### src/rtl/mem_bus_ctl.sv
// mem_bus_ctl: physical-side memory bus controller.
// Arbitrates between a fetch port (i_*) and a data port (d_*). Data requests
// win. Each 16-bit access runs as one or two byte cycles on an external
// 8-bit asynchronous SRAM bus: SETUP, STROBE (with wait states, ready and
// timeout), then HOLD. MMU faults and empty byte enables finish through a
// one-cycle ERR state with no bus activity.
// Ports:
//   clk, reset (async, active low)
//   i_req/i_addr/i_fault -> i_ack/i_err/i_rdata   fetch port (full words)
//   d_req/d_write/d_be/d_addr/d_fault/d_wdata -> d_ack/d_err/d_rdata
//   ext_a/ext_d_out/ext_d_oe/ext_d_in/ext_ce_n/ext_oe_n/ext_we_n/ext_ready
// All outputs are registered.
module mem_bus_ctl #(
    parameter int PA          = 16,
    parameter int WAIT_STATES = 1,
    parameter int TIMEOUT     = 255
) (
    input  logic          clk,
    input  logic          reset,
    input  logic          i_req,
    input  logic [PA-1:1] i_addr,
    input  logic          i_fault,
    output logic          i_ack,
    output logic          i_err,
    output logic [15:0]   i_rdata,
    input  logic          d_req,
    input  logic          d_write,
    input  logic [1:0]    d_be,
    input  logic [PA-1:1] d_addr,
    input  logic          d_fault,
    input  logic [15:0]   d_wdata,
    output logic          d_ack,
    output logic          d_err,
    output logic [15:0]   d_rdata,
    output logic [PA-1:0] ext_a,
    output logic [7:0]    ext_d_out,
    output logic          ext_d_oe,
    input  logic [7:0]    ext_d_in,
    output logic          ext_ce_n,
    output logic          ext_oe_n,
    output logic          ext_we_n,
    input  logic          ext_ready
);

    typedef enum logic [2:0] {
        S_IDLE, S_SETUP, S_STROBE, S_HOLD, S_ERR
    } state_t;

    state_t        state_q, state_d;
    logic          is_d_q, is_d_d;       // current access belongs to data port
    logic          write_q, write_d;
    logic [PA-1:1] addr_q, addr_d;
    logic [15:0]   wdata_q, wdata_d;
    logic          lane_q, lane_d;       // byte lane being transferred
    logic          more_q, more_d;       // high byte still to do
    logic [3:0]    wait_q, wait_d;
    logic [7:0]    tout_q, tout_d;
    logic [15:0]   buf_q, buf_d;         // read assembly; unused lanes stay 0
    logic          i_ack_q, i_ack_d, i_err_q, i_err_d;
    logic          d_ack_q, d_ack_d, d_err_q, d_err_d;
    logic [15:0]   i_rdata_q, i_rdata_d, d_rdata_q, d_rdata_d;
    logic [PA-1:0] ext_a_q, ext_a_d;
    logic [7:0]    ext_d_out_q, ext_d_out_d;
    logic          ext_d_oe_q, ext_d_oe_d;
    logic          ext_ce_n_q, ext_ce_n_d;
    logic          ext_oe_n_q, ext_oe_n_d;
    logic          ext_we_n_q, ext_we_n_d;

    // Winner selection in IDLE; fetches are always full words.
    logic       sel_d;
    logic [1:0] sel_be;
    logic       sel_fault;
    logic       wait_done;
    logic       ack_d, err_d;
    logic       on_bus_d;

    assign sel_d     = d_req;
    assign sel_be    = d_req ? d_be : 2'b11;
    assign sel_fault = d_req ? d_fault : i_fault;
    assign wait_done = (wait_q == 4'(WAIT_STATES));

    always_comb begin
        state_d     = state_q;
        is_d_d      = is_d_q;
        write_d     = write_q;
        addr_d      = addr_q;
        wdata_d     = wdata_q;
        lane_d      = lane_q;
        more_d      = more_q;
        wait_d      = wait_q;
        tout_d      = tout_q;
        buf_d       = buf_q;
        ack_d       = 1'b0;
        err_d       = 1'b0;
        i_rdata_d   = i_rdata_q;
        d_rdata_d   = d_rdata_q;
        ext_a_d     = ext_a_q;
        ext_d_out_d = ext_d_out_q;

        case (state_q)
            S_IDLE: begin
                if (d_req || i_req) begin
                    is_d_d  = sel_d;
                    write_d = sel_d & d_write;
                    addr_d  = sel_d ? d_addr : i_addr;
                    wdata_d = sel_d ? d_wdata : 16'h0000;
                    buf_d   = 16'h0000;
                    lane_d  = (sel_be == 2'b10);
                    more_d  = (sel_be == 2'b11);
                    if (sel_fault) begin
                        state_d = S_ERR;
                        ack_d   = 1'b1;
                        err_d   = 1'b1;
                    end else if (sel_be == 2'b00) begin
                        state_d = S_ERR;
                        ack_d   = 1'b1;
                    end else begin
                        state_d = S_SETUP;
                    end
                end
            end
            S_SETUP: state_d = S_STROBE;
            S_STROBE: begin
                if (!wait_done) begin
                    wait_d = wait_q + 4'd1;
                end else if (ext_ready) begin
                    if (!write_q) begin
                        if (lane_q) buf_d[15:8] = ext_d_in;
                        else        buf_d[7:0]  = ext_d_in;
                    end
                    state_d = S_HOLD;
                    // Ack rides in the final HOLD cycle.
                    ack_d   = !more_q;
                end else if (tout_q == 8'(TIMEOUT - 1)) begin
                    state_d = S_ERR;
                    ack_d   = 1'b1;
                    err_d   = 1'b1;
                end else begin
                    tout_d = tout_q + 8'd1;
                end
            end
            S_HOLD: begin
                if (more_q) begin
                    lane_d  = 1'b1;
                    more_d  = 1'b0;
                    state_d = S_SETUP;
                end else begin
                    state_d = S_IDLE;
                end
            end
            S_ERR:   state_d = S_IDLE;
            default: state_d = S_IDLE;
        endcase

        // Address and write byte only move when a new byte enters SETUP,
        // i.e. while all strobes are high.
        if (state_d == S_SETUP) begin
            wait_d      = 4'd0;
            tout_d      = 8'd0;
            ext_a_d     = {addr_d, lane_d};
            ext_d_out_d = write_d ? (lane_d ? wdata_d[15:8] : wdata_d[7:0]) : 8'h00;
        end

        if (ack_d) begin
            if (is_d_d) d_rdata_d = buf_d;
            else        i_rdata_d = buf_d;
        end
    end

    assign on_bus_d   = (state_d == S_SETUP) || (state_d == S_STROBE) || (state_d == S_HOLD);
    assign i_ack_d    = ack_d & !is_d_d;
    assign i_err_d    = err_d & !is_d_d;
    assign d_ack_d    = ack_d & is_d_d;
    assign d_err_d    = err_d & is_d_d;
    assign ext_ce_n_d = !on_bus_d;
    assign ext_oe_n_d = !((state_d == S_STROBE) && !write_d);
    assign ext_we_n_d = !((state_d == S_STROBE) && write_d);
    assign ext_d_oe_d = on_bus_d && write_d;

    always_ff @(posedge clk or negedge reset) begin
        if (!reset) begin
            state_q     <= S_IDLE;
            is_d_q      <= 1'b0;
            write_q     <= 1'b0;
            addr_q      <= '0;
            wdata_q     <= 16'h0000;
            lane_q      <= 1'b0;
            more_q      <= 1'b0;
            wait_q      <= 4'd0;
            tout_q      <= 8'd0;
            buf_q       <= 16'h0000;
            i_ack_q     <= 1'b0;
            i_err_q     <= 1'b0;
            d_ack_q     <= 1'b0;
            d_err_q     <= 1'b0;
            i_rdata_q   <= 16'h0000;
            d_rdata_q   <= 16'h0000;
            ext_a_q     <= '0;
            ext_d_out_q <= 8'h00;
            ext_d_oe_q  <= 1'b0;
            ext_ce_n_q  <= 1'b1;
            ext_oe_n_q  <= 1'b1;
            ext_we_n_q  <= 1'b1;
        end else begin
            state_q     <= state_d;
            is_d_q      <= is_d_d;
            write_q     <= write_d;
            addr_q      <= addr_d;
            wdata_q     <= wdata_d;
            lane_q      <= lane_d;
            more_q      <= more_d;
            wait_q      <= wait_d;
            tout_q      <= tout_d;
            buf_q       <= buf_d;
            i_ack_q     <= i_ack_d;
            i_err_q     <= i_err_d;
            d_ack_q     <= d_ack_d;
            d_err_q     <= d_err_d;
            i_rdata_q   <= i_rdata_d;
            d_rdata_q   <= d_rdata_d;
            ext_a_q     <= ext_a_d;
            ext_d_out_q <= ext_d_out_d;
            ext_d_oe_q  <= ext_d_oe_d;
            ext_ce_n_q  <= ext_ce_n_d;
            ext_oe_n_q  <= ext_oe_n_d;
            ext_we_n_q  <= ext_we_n_d;
        end
    end

    assign i_ack     = i_ack_q;
    assign i_err     = i_err_q;
    assign i_rdata   = i_rdata_q;
    assign d_ack     = d_ack_q;
    assign d_err     = d_err_q;
    assign d_rdata   = d_rdata_q;
    assign ext_a     = ext_a_q;
    assign ext_d_out = ext_d_out_q;
    assign ext_d_oe  = ext_d_oe_q;
    assign ext_ce_n  = ext_ce_n_q;
    assign ext_oe_n  = ext_oe_n_q;
    assign ext_we_n  = ext_we_n_q;

endmodule

### config.mk
export PLATFORM = sky130hd
export DESIGN_NAME = mem_bus_ctl
export DESIGN_NICKNAME = d
export VERILOG_FILES = /design/src/rtl/mem_bus_ctl.sv
export SDC_FILE = /design/constraint.sdc
export NUM_CORES = 1
export LEC_CHECK = 0
export BUFFER_PORTS_ARGS = -buffer_cell sky130_fd_sc_hd__buf_2
export CORE_UTILIZATION = 40
export DETAILED_ROUTE_END_ITERATION = 7
export MAX_ROUTING_LAYER = met4
export PLACE_DENSITY = 0.6
export SYNTH_ARGS = -nofsm -noshare
export SYNTH_HDL_FRONTEND = slang
export SYNTH_SLANG_ARGS = --single-unit
### constraint.sdc
create_clock -name clk -period 3.6 [get_ports clk]
set_clock_uncertainty 0.15 [all_clocks]
set_input_delay 0.36 -clock clk [delete_from_list [all_inputs] [get_ports clk]]
set_output_delay 0.36 -clock clk [all_outputs]
set_load 0.02 [all_outputs]
==> results by group <==
Run status
  • Outcome: finished, final reports clean

Global route
  • Initial antenna violation count: 0
  • First-pass GRT wire length: 20200 um
  • Vias in the first global route: about 4000
  • Largest net degree at the start of global routing: 67
  • Overflow after GRT: 0
  • Total GRT Usage: 19.3%

Worst setup path
  • Cell family with the largest share of critical-path delay: simple AND/OR/NAND/NOR gates
  • Crit Reg-Reg Endpoint: d_rdata[5]
  • Worst Path Max Fanout: 17
  • Worst path arrival time: 3.02 ns
  • Crit start category: flip-flop
  • WP data required: 3.74 ns
  • Crit path to: d_rdata[5]
  • Worst R2R Start: wait_q[1]
  • Reg2reg path depth: 7
  • CP Cell Sequence: inv_1, ha_1, or4b_2, or4_4, o221a_4, nor2_8, mux2_2
  • R2r setup slk: slightly above 0.7 ns
  • Slowest cell on crit path: or4b_2
  • Cell count along the critical path: 7
  • Critical path type: reg2reg
  • CP startpoint: wait_q[1]
  • CP max stage delay: 0.65 ns
  • Crit path buf inv count: 1
  • Crit end category: flip-flop

Clock network
  • Clock slew at reported path FFs: 0.05 ns
  • Clock buffer depth: 2
  • # clock sinks: between 100 and 150
  • CTS resizes: 0
  • CTS tree: yes
  • H-tree depth: 4
  • Clk root buf: clkbuf_16
  • Clock Latency Late Sink: 0.41 ns
  • Post-CTS Setup Inserts: 0
  • CTS Buf Count: 17

Floorplanning
  • IO Count: 128
  • Die area: about 14000 sq um
  • Die Height: 118 um
  • Initial core utilization: 41.8%
  • Row cnt: 41
  • Die W: 118 um
  • Core area: between 10000 and 15000 sq um

STA
  • RSZ-0062 raised after global routing: false
  • Slew Limit Fails: 0
  • F_max: approximately 350 MHz
  • Period utilization: 79.9%
  • Slew @ Worst Pin: approximately 0.85 ns
  • Final min period: ~2.9 ns
  • Final TNS setup: 0 ns
  • Final worst slack: 0.724 ns
  • # setup viols final: 0
  • Max-Slew Margin vs Limit: 43.6%
  • Final Hold Fails: 0

Power
  • Max VDD drop: 477 uV
  • Combinational share of power: 32.5%
  • NetSw: 0.00213 W
  • Flop pwr share: 36.6%
  • Switching share of power: 34.4%
  • PD cells: 908 nW/um^2
  • Internal power: 0.00407 W
  • Clock power share: a little under a third
  • Leak: between 3 and 4 nW

Final layout
  • Finished Cell Area: between 6000 and 7000 sq um
  • Layout fillers: around 1200
  • P&R area growth vs syn: 27.7%
  • Multi-input logic area: 1920 sq um
  • Commonest non-fill, non-tap cells in the layout: dfrtp_1 (127), buf_2 (126), a21oi_1 (36), nand2_1 (32), mux2_2 (29)
  • Fraction of layout cells with a size suffix above 1: 36.6%
  • Non-filler instance count after layout: 746
  • Antenna diodes: 0
  • Commonest non-fill, non-tap cell in the layout: dfrtp_1
  • Nets: 630
  • Register area: 3260 sq um

Synth
  • Area share of the largest cell type after synthesis: just under 60%
  • Count of cell types in the netlist: 50
  • Seq cells post-synth: 130
  • Synthesized instance count: approximately 430
  • Seq/Total Area, Yosys: 60.8%
  • Synth Flop Type: dfrtp_1
  • Post-synth EDFFs: 0
  • Synth Cell Area: 5360 sq um
  • Synth Warn #: 0
  • Mapped Nets: 499
  • Avg Cell Area, Syn: 12.4 sq um
  • Post-synth top area cell: dfrtp_1
  • FFs w/ async S/R, synth: 100%
  • Synth top area cells: dfrtp_1 (59%), mux2_2 (6.1%), mux2i_1 (4.7%)

Detailed routing
  • Iter 0 DRT Violations: between 200 and 300
  • Vias per cell: roughly 5.0
  • DRT Pass-1 Iters: 4
  • DR vias: 3761
  • Routed Antenna Nets: 0
  • Wire per inst: roughly 16 um
  • Total wire length: 12000 um
  • # DRC: 0

Place
  • Inst Count DP: 714
  • DP HPWL: 8260 um
  • Placement Setup Slack: 0.740 ns
  • PortBufs: 127
  • Final GP Congestion: 0.778
  • Placed Area: around 6000 sq um

Flow run
  • # Max-Cap Violations: 0

Hold path
  • Hold Path Class: in2reg
[power groups by stage]
| stage | Sequential, W | Combinational (W) | Clock (W) |
|---|---|---|---|
| 2_1_floorplan | 0.00256 | 0.00111 | 0 |
| 3_3_place_gp | 0.00229 | 0.00198 | 0 |
| 3_5_place_dp | 0.00229 | 0.00203 | 0 |
| 4_1_cts | 0.00228 | 0.00203 | 0.00194 |
| 5_1_grt | 0.00234 | 0.00222 | 0.00201 |
| 6_report | 0.00227 | 0.00202 | 0.00192 |
[worst min path at each step]
stage               startpoint    endpoint  depth (start not counted)
CTS                 d_wdata[7]  wdata_q[7]                          2
floorplan                reset  addr_q[10]                          0
detailed placement    ext_a[0]    ext_a[0]                          2
finish              d_wdata[7]  wdata_q[7]                          2
global route        d_wdata[0]  wdata_q[0]                          2
global placement      ext_a[0]    ext_a[0]                          2
[state kept, by name, summed over array words and instances (netlist names), 3 cells and up]
signal     flops
buf_q         16
i_rdata       16
wait_q         4
addr_q        15
ext_a         16
tout_q         8
state_q        3
d_rdata       16
ext_d_out      8
wdata_q       16
[Yosys cell counts (all sizes together), types with 8 or more instances]
| cell type | n |
|---|---|
| dfrtp | 127 |
| a21oi | 36 |
| nand2 | 32 |
| mux2 | 31 |
| o21ai | 26 |
| mux2i | 25 |
| a22o | 24 |
| nor2 | 21 |
| clkbuf | 13 |
| inv | 13 |
| buf | 12 |
| a22oi | 9 |
| xor2 | 8 |
[metal layers]
| metal | track usage (%) | vias to the layer above | share of wire (%) |
|---|---|---|---|
| met1 | 25.4 | 1831 | 48 |
| met2 | 29.1 | 107 | 48 |
| li1 | - | 1813 | - |
| met3 | 4.99 | 10 | 3.8 |
| met5 | - | - | 0 |
| met4 | 6.25 | 0 | 0.74 |
[per-stage QoR]
| stage | hold slack, ns | util (%) | power (W) |
|---|---|---|---|
| after floorplan | -0.0856 | - | 0.00367 |
| after global placement | 0.300 | 48.0 | 0.00427 |
| after global routing | 0.0448 | 53.3 | 0.00657 |
| after CTS | 0.0287 | 53.3 | 0.00625 |
| after detailed placement | 0.309 | 48.0 | 0.00431 |
| final | 0.0511 | 53.3 | 0.00621 |
[logic make-up after synthesis]
logic type      synth area share (%)
compound gates                  13.2
flops                           60.8
simple gates                    8.74
buf+inv                         3.36
mux                             11.3
fa+ha+maj                      0.935
xor+xnor                        1.64
[layout make-up]
type	count	area share [%]
Sequential cell	130	47.6
Multi-Input combinational cell	263	28.1
Timing Repair Buffer	137	10.6
Tap cell	172	3.15
Clock buffer	22	7.23
Clock inverter	9	2.56
Inverter	13	0.714
[worst reg2reg max path, delay by kind of cell (launching register included)]
family,cells,cell delay (ns)
DFF,1,0.41
buffers and inverters,1,0.07
adders and majority gates,1,0.14
and+or+nand+nor,3,1.43
muxes,1,0.38
AOI/OAI and AO/OA,1,0.18
[repair_timing]
item                                   in CTS  in global routing
endpoints found under the hold margin      64                  0
hold buffers                                1                  0
setup endpoints to repair                   0                  0
Note: power is estimated with default switching activity, not from simulation.
